--- config.mk ---
export PLATFORM = sky130hd
export DESIGN_NAME = ase_pcie_ss_rd_tag_mapper
export DESIGN_NICKNAME = d
export VERILOG_FILES = /design/src/rtl/ase_pcie_ss_rd_tag_mapper.sv
export SDC_FILE = /design/constraint.sdc
export NUM_CORES = 1
export LEC_CHECK = 0
export CAP_MARGIN = 20
export CORE_MARGIN = 1.5
export CORE_UTILIZATION = 57
export CTS_BUF_LIST = sky130_fd_sc_hd__clkbuf_4 sky130_fd_sc_hd__clkbuf_8
export DETAILED_ROUTE_END_ITERATION = 16
export GPL_TIMING_DRIVEN = 0
export PLACE_DENSITY = 0.7
export SLEW_MARGIN = 20
export SYNTH_ARGS = -nofsm -noshare
export SYNTH_HDL_FRONTEND = slang
export SYNTH_SLANG_ARGS = --single-unit
--- constraint.sdc ---
create_clock -name clk -period 4.6 [get_ports clk]
set_input_delay 0.46 -clock clk [delete_from_list [all_inputs] [get_ports clk]]
set_output_delay 0.46 -clock clk [all_outputs]
set_load 0.1 [all_outputs]
--- src/rtl/ase_pcie_ss_rd_tag_mapper.sv ---
// DMA read-request tag mapper: hands out unique internal tags to AFU reads (whose tags may repeat)
// and restores the original AFU tag on each completion, freeing the internal tag on the last one.
module ase_pcie_ss_rd_tag_mapper #(
    parameter int unsigned NUM_TAGS  = 64,
    parameter int unsigned AFU_TAG_W = 10,
    localparam int unsigned TAG_W    = $clog2(NUM_TAGS)
) (
    input  logic                 clk,
    input  logic                 rst_n,

    input  logic                 req_valid,
    input  logic [AFU_TAG_W-1:0] req_afu_tag,
    output logic                 req_ready,
    output logic [TAG_W-1:0]     req_tag,

    input  logic                 cpl_valid,
    input  logic [TAG_W-1:0]     cpl_tag,
    input  logic                 cpl_last,

    output logic                 cpl_out_valid,
    output logic [AFU_TAG_W-1:0] cpl_out_afu_tag,
    output logic                 cpl_out_last,
    output logic [TAG_W:0]       busy_cnt,
    output logic                 err_unalloc_cpl
);

    logic [NUM_TAGS-1:0]  busy_q, busy_d;
    logic [AFU_TAG_W-1:0] afu_tag_mem [NUM_TAGS];
    logic [TAG_W:0]       busy_cnt_q, busy_cnt_d;
    logic                 cpl_out_valid_q;
    logic [AFU_TAG_W-1:0] cpl_out_afu_tag_q;
    logic                 cpl_out_last_q;
    logic                 err_q;

    logic alloc;
    logic cpl_hit;
    logic free;

    assign req_ready = |(~busy_q);

    // Lowest-index free tag; scanning downward lets the lowest index win.
    always_comb begin
        req_tag = '0;
        for (int i = int'(NUM_TAGS) - 1; i >= 0; i--) begin
            if (!busy_q[i]) begin
                req_tag = TAG_W'(i);
            end
        end
    end

    assign alloc   = req_valid && req_ready;
    assign cpl_hit = cpl_valid && busy_q[cpl_tag];
    assign free    = cpl_hit && cpl_last;

    // An allocated tag is never busy, so it can never collide with a freed tag.
    always_comb begin
        busy_d = busy_q;
        if (alloc) begin
            busy_d[req_tag] = 1'b1;
        end
        if (free) begin
            busy_d[cpl_tag] = 1'b0;
        end
    end

    always_comb begin
        busy_cnt_d = busy_cnt_q;
        unique case ({alloc, free})
            2'b10:   busy_cnt_d = busy_cnt_q + 1'b1;
            2'b01:   busy_cnt_d = busy_cnt_q - 1'b1;
            default: busy_cnt_d = busy_cnt_q;
        endcase
    end

    // Only ever read for busy tags, so no reset is needed.
    always_ff @(posedge clk) begin
        if (alloc) begin
            afu_tag_mem[req_tag] <= req_afu_tag;
        end
    end

    always_ff @(posedge clk or negedge rst_n) begin
        if (!rst_n) begin
            busy_q            <= '0;
            busy_cnt_q        <= '0;
            cpl_out_valid_q   <= 1'b0;
            cpl_out_afu_tag_q <= '0;
            cpl_out_last_q    <= 1'b0;
            err_q             <= 1'b0;
        end else begin
            busy_q          <= busy_d;
            busy_cnt_q      <= busy_cnt_d;
            cpl_out_valid_q <= cpl_hit;
            cpl_out_last_q  <= cpl_hit && cpl_last;
            if (cpl_hit) begin
                cpl_out_afu_tag_q <= afu_tag_mem[cpl_tag];
            end
            if (cpl_valid && !busy_q[cpl_tag]) begin
                err_q <= 1'b1;
            end
        end
    end

    assign cpl_out_valid   = cpl_out_valid_q;
    assign cpl_out_afu_tag = cpl_out_afu_tag_q;
    assign cpl_out_last    = cpl_out_last_q;
    assign busy_cnt        = busy_cnt_q;
    assign err_unalloc_cpl = err_q;

endmodule
# Word level (Yosys, flattened, before mapping)
# Memory sizes are Yosys's and may differ from the RTL's. A register that Yosys moved wholly into a read port is not among the register bits.
# Cells that the tools add are included.
# op_classes
n_mux	75
add_sub_neg	2
order_cmp	4
n_reduce_logical	10
n_eq_ne	2
bitwise_logic	4
# op_table
cell	n
6-bit 2-to-1 mux	64
64-bit 2-to-1 mux	2
64-bit NOT	2
64-bit AND	1
64-bit bitwise OR	1
64-bit OR reduction	1
6-bit by 7-bit less-than comparator with 1-bit output (second input constant)	2
7-bit one-hot mux with 2 select lines	1
1-bit demux with 6-bit select	2
6-bit by 1-bit >= comparator with 1-bit output (second input constant)	2
7-bit by 1-bit adder with 7-bit output (second input constant)	1
7-bit by 1-bit subtractor with 7-bit output (second input constant)	1
1-bit binary-select mux with 6-bit select	1
1-bit logical AND	6
1-bit 2-to-1 mux	5
2-bit by 1-bit == test with 1-bit output (second input constant)	1
2-bit == test (second input constant)	1
1-bit logical NOT	2
2-bit nonzero test	1
# totals
mem_bits_rw	640
memories	1
in_bits	21
out_inout_bits	27
word_cells	103
reg_bits	74
# mem_list
name	depth	width	rd	rd_clocked_by_memory_dff	write_ports	line_no	rtl
afu_tag_mem	64	10	1	1	1	28	logic [AFU_TAG_W-1:0] afu_tag_mem [NUM_TAGS];

# Depth between registers and ports, before layout
# logic_depth
depth_word	72
mapped_depth	22
depth_no_buf	18

# Least setup slack after synthesis
# No wires, ideal clock.
# synth_timing
path_kind	flip-flop to flip-flop
start	register busy_q[30]
end	register busy_cnt_q[6] (netlist: busy_cnt[6])
path_stages_with_launch	16
path_slack_ns	0.451
n_path_buf	0
setup_ns	0.161
arrival_ns	3.988
cell_sequence	dfrtp_1 nand4_1 nor4_1 nand4_1 nand2_1 ha_1 inv_1 fa_1 nor2b_1 o21ai_0 a21oi_1 o21a_1 nor2_1 xnor2_1 nor2_1 xor2_1
# synth_lines
element	line_no	rtl
from (decl)	27	logic [NUM_TAGS-1:0] busy_q, busy_d;
from (signal assigned)	91	busy_q <= busy_d;
64-bit NOT *	39	assign req_ready = |(~busy_q);
64-bit OR reduction *	39	
via req_ready	13	output logic req_ready,
1-bit logical AND *	51	assign alloc = req_valid && req_ready;
2-bit by 1-bit == test with 1-bit output / 2-bit == test (equally long branches)	68	unique case ({alloc, free})
7-bit one-hot mux with 2 select lines / 2-bit nonzero test (equally long branches)	-	
to (signal assigned)	92	busy_cnt_q <= busy_cnt_d;
to (decl)	29	logic [TAG_W:0] busy_cnt_q, busy_cnt_d;
# Mark *: on every way through the listed nets, which the timed path passes. The rest lies on a longest branch. The select of a mux whose other input is x is not followed.
# A chain may end at the register's enable or synchronous reset.

# Worst setup path in the final report
# layout_timing
start	register busy_q[23]
end	output port req_tag[5]
# layout_between
elab_chain_len	24
# layout_lines
element	line_no	rtl
6-bit 2-to-1 mux (24 in series)	45	if (!busy_q[i]) begin
to (decl)	14	output logic [TAG_W-1:0] req_tag,
# No other way between the ends.

==> impl_metrics.ini <==
[grt]
antenna_found_initial = 5
grt_pass1_vias = 18800
grt_util_met3_pct = 15.1
met2_usage_pct = 59.4
overflow = 0
grt_pass1_wl_um = 144000
busiest_layer = met2
use_met1_pct = 58.4
grt_use_total_pct = 41.9
grt_max_degree = 55

[cts]
clock_latency_ns = 0.76
clockBufferDepth = 3
cts_tree = yes
cts_sinks = 724
cts_buffers = 112
cts-root-buf = clkbuf_8
clk_transition_reported_paths_ns = 0.06
h-tree-depth = 3

[synthesis]
synth_edf_count = 640
synthCells = 1783
synthesis.nets = 1811
ys_ff_latch = 724
synth_ff_type = edfxtp_1
async_flop_share_pct = 11.6
ys_types = 77
yosys-top-cells-area = edfxtp_1 (68%), dfrtp_1 (7.4%), a22oi_1 (5.8%), a22o_1 (1.7%), a221oi_1 (1.6%)
ys_warn_count = 0
yosys.area.top_type = edfxtp_1
netlist.area_leader.share_pct = 67.7
yosysSeqAreaShare_pct = 75.1
synthesis.area_sq_um = 28400
avgSynthCellArea_sq_um = 15.9

[placement]
portBuffers = 45
dp_hpwl_um = 71900
routabilityCongestion = 0.976
place_ws_ns = -1.21

[min_path]
hold_depth = 1
min_from = req_afu_tag[5]
holdPathEnd = afu_tag_mem[58][5]$_DFFE_PP_
hold_class = in2reg

[routing]
vias = 20200
drc_errors = 0
vias_per_cell = 7.32
wl_per_cell_um = 38.1
firstDrtPassIters = 7
drtIter0Drc = 4049
drtAntennaViolNets = 0
wirelength_um = 105000

[run_status]
status = finished clean

[layout]
fill_cells = 3459
final_util_pct = 67.2
drive_gt1_share_pct = 20.6
layout_common_cells = edfxtp_1 (640), a22oi_1 (221), clkbuf_8 (113)
area_delta_synth_final_pct = 16.0
layout.nets = 2026
final_common_cell = edfxtp_1
regArea_sq_um = 21300
multi_input_area_sq_um = 6770

[sta]
holdWs_ns = 0.139
finalClockSkew_ns = 0.0504
max-slew-margin-rel_pct = 15.5
grt_setup_unrepaired = yes
setup_slack_ns = 0.0206
fmaxAchievable_mhz = 218
final-max-slew-violation-count = 0
hold_viol = 0
setup_viol = 0
worst_pin_slew_ns = 1.27
timing.final.crit_share_pct = 99.6
period_needed_ns = 4.58

[power_and_ir_drop]
p_leak_nw = 10.6
ir_drop_v = 0.000392
powerDensity_nw_per_um2 = 511

[floorplanning]
std_cell_rows = 81
ios = 48
dieArea_sq_um = 51200
die_h_um = 226
floorplan.initialDensity_pct = 57.9
core-area_sq_um = 49100
fp.dieW_um = 226

[setup_path]
r2r_setup_slack_ns = 0.14
start_kind = flop
critical_path_class = reg2out
r2r_cells = 19
r2r-start = busy_q[53]$_DFF_PN0_
worstPathRequired_ns = 4.14
crit_arrival_ns = 4.12
cp-end-kind = primary output
reg2reg_to = busy_cnt[6]$_DFFE_PN0P_
worstPathMaxFanout = 7
crit_start = busy_q[23]$_DFF_PN0_

[run]
cap_violations = 0
[registers in the layout (all words and copies together) (netlist names)]
register         count
cpl_out_afu_tag     10
afu_tag_mem        640
cpl_out_last         1
cpl_out_valid        1
busy_cnt             7
err_unalloc_cpl      1
busy_q              64
[cell usage after synthesis, types with 16 or more instances]
library cell,count
o21ai_0,16
edfxtp_1,640
a21oi_1,34
buf_2,44
o22a_1,19
a221oi_1,53
dfrtp_1,84
a22o_1,56
a22oi_1,221
inv_1,19
nand2_1,53
clkbuf_1,50
a31oi_1,70
nand3_1,34
nand4_1,38
nor2_1,100
o32a_1,34
a41oi_1,16
[critical path, cell delays in order (launching register included)]
cell	delay, ns
dfrtp_1	0.60
nand4_1	0.37
or2_2	0.47
or3_1	0.44
nor3_1	0.29
clkdlybuf4s50_1	1.19
[cell families (layout without fill, tap and decap cells)]
family	Yosys count	count (layout)	synth area share (%)
XOR/XNOR	6	6	0.185
adder cells (fa/ha/maj)	7	7	0.335
multiplexers	21	21	1.13
flip-flops	724	724	75.1
AND/OR/NAND/NOR	321	321	5.77
other	0	3	0
AO/OA/AOI/OAI	571	571	15.5
buffers and inverters	133	439	2.07
[final cells by class]
type,instances,share of cell area [%]
diodes,3,0.0228
plain buffers,111,1.60
clock buffers,163,5.86
clock inverters,42,0.866
inverters,20,0.228
multi-input cells,926,20.5
flip-flops and latches,724,64.7
well taps,664,2.52
repair buffers,103,3.63
[power breakdown]
part           internal, mW  switching (mW)  total [mW]
combinational         0.766            2.84        3.61
clock                  2.81            2.54        5.35
sequential             7.62           0.244        7.87
[worst max path at each step]
| stage | cells after the start | end | slack, ns |
|---|---|---|---|
| after floorplan | 15 | busy_cnt[6]$_DFFE_PN0P_ | 0.45 |
| after global placement | 22 | busy_cnt[6]$_DFFE_PN0P_ | -1.32 |
| after detailed placement | 22 | busy_cnt[6]$_DFFE_PN0P_ | -1.21 |
| after CTS | 8 | req_tag[1] | 0.03 |
| after global routing | 20 | busy_cnt[6]$_DFFE_PN0P_ | -0.07 |
| final | 5 | req_tag[5] | 0.02 |
[through the flow]
step	instances	total power [mW]	area (sq um)	setup TNS (ns)
after floorplan	1783	10.0	28400	0
after global placement	2492	11.3	29700	-50.67
after detailed placement	2547	11.5	30600	-9.73
after CTS	2753	16.7	32900	0
after global routing	2754	17.2	32900	-0.0734
final	2756	16.8	32900	0
[per-layer routing]
layer | wire, um | up-vias
met2 | 44400 | 1944
met5 | 0 | -
li1 | - | 7871
met4 | 5650 | 0
met3 | 16800 | 349
met1 | 38100 | 10000
[repair_timing]
item	CTS	global route
setup buffers	1	1
gates resized for setup	11	14
setup endpoints to repair	6	6
hold buffers	1	0
endpoints found under the hold margin	84	0
pin swaps	0	1
Power figures use the tool's default switching activity.
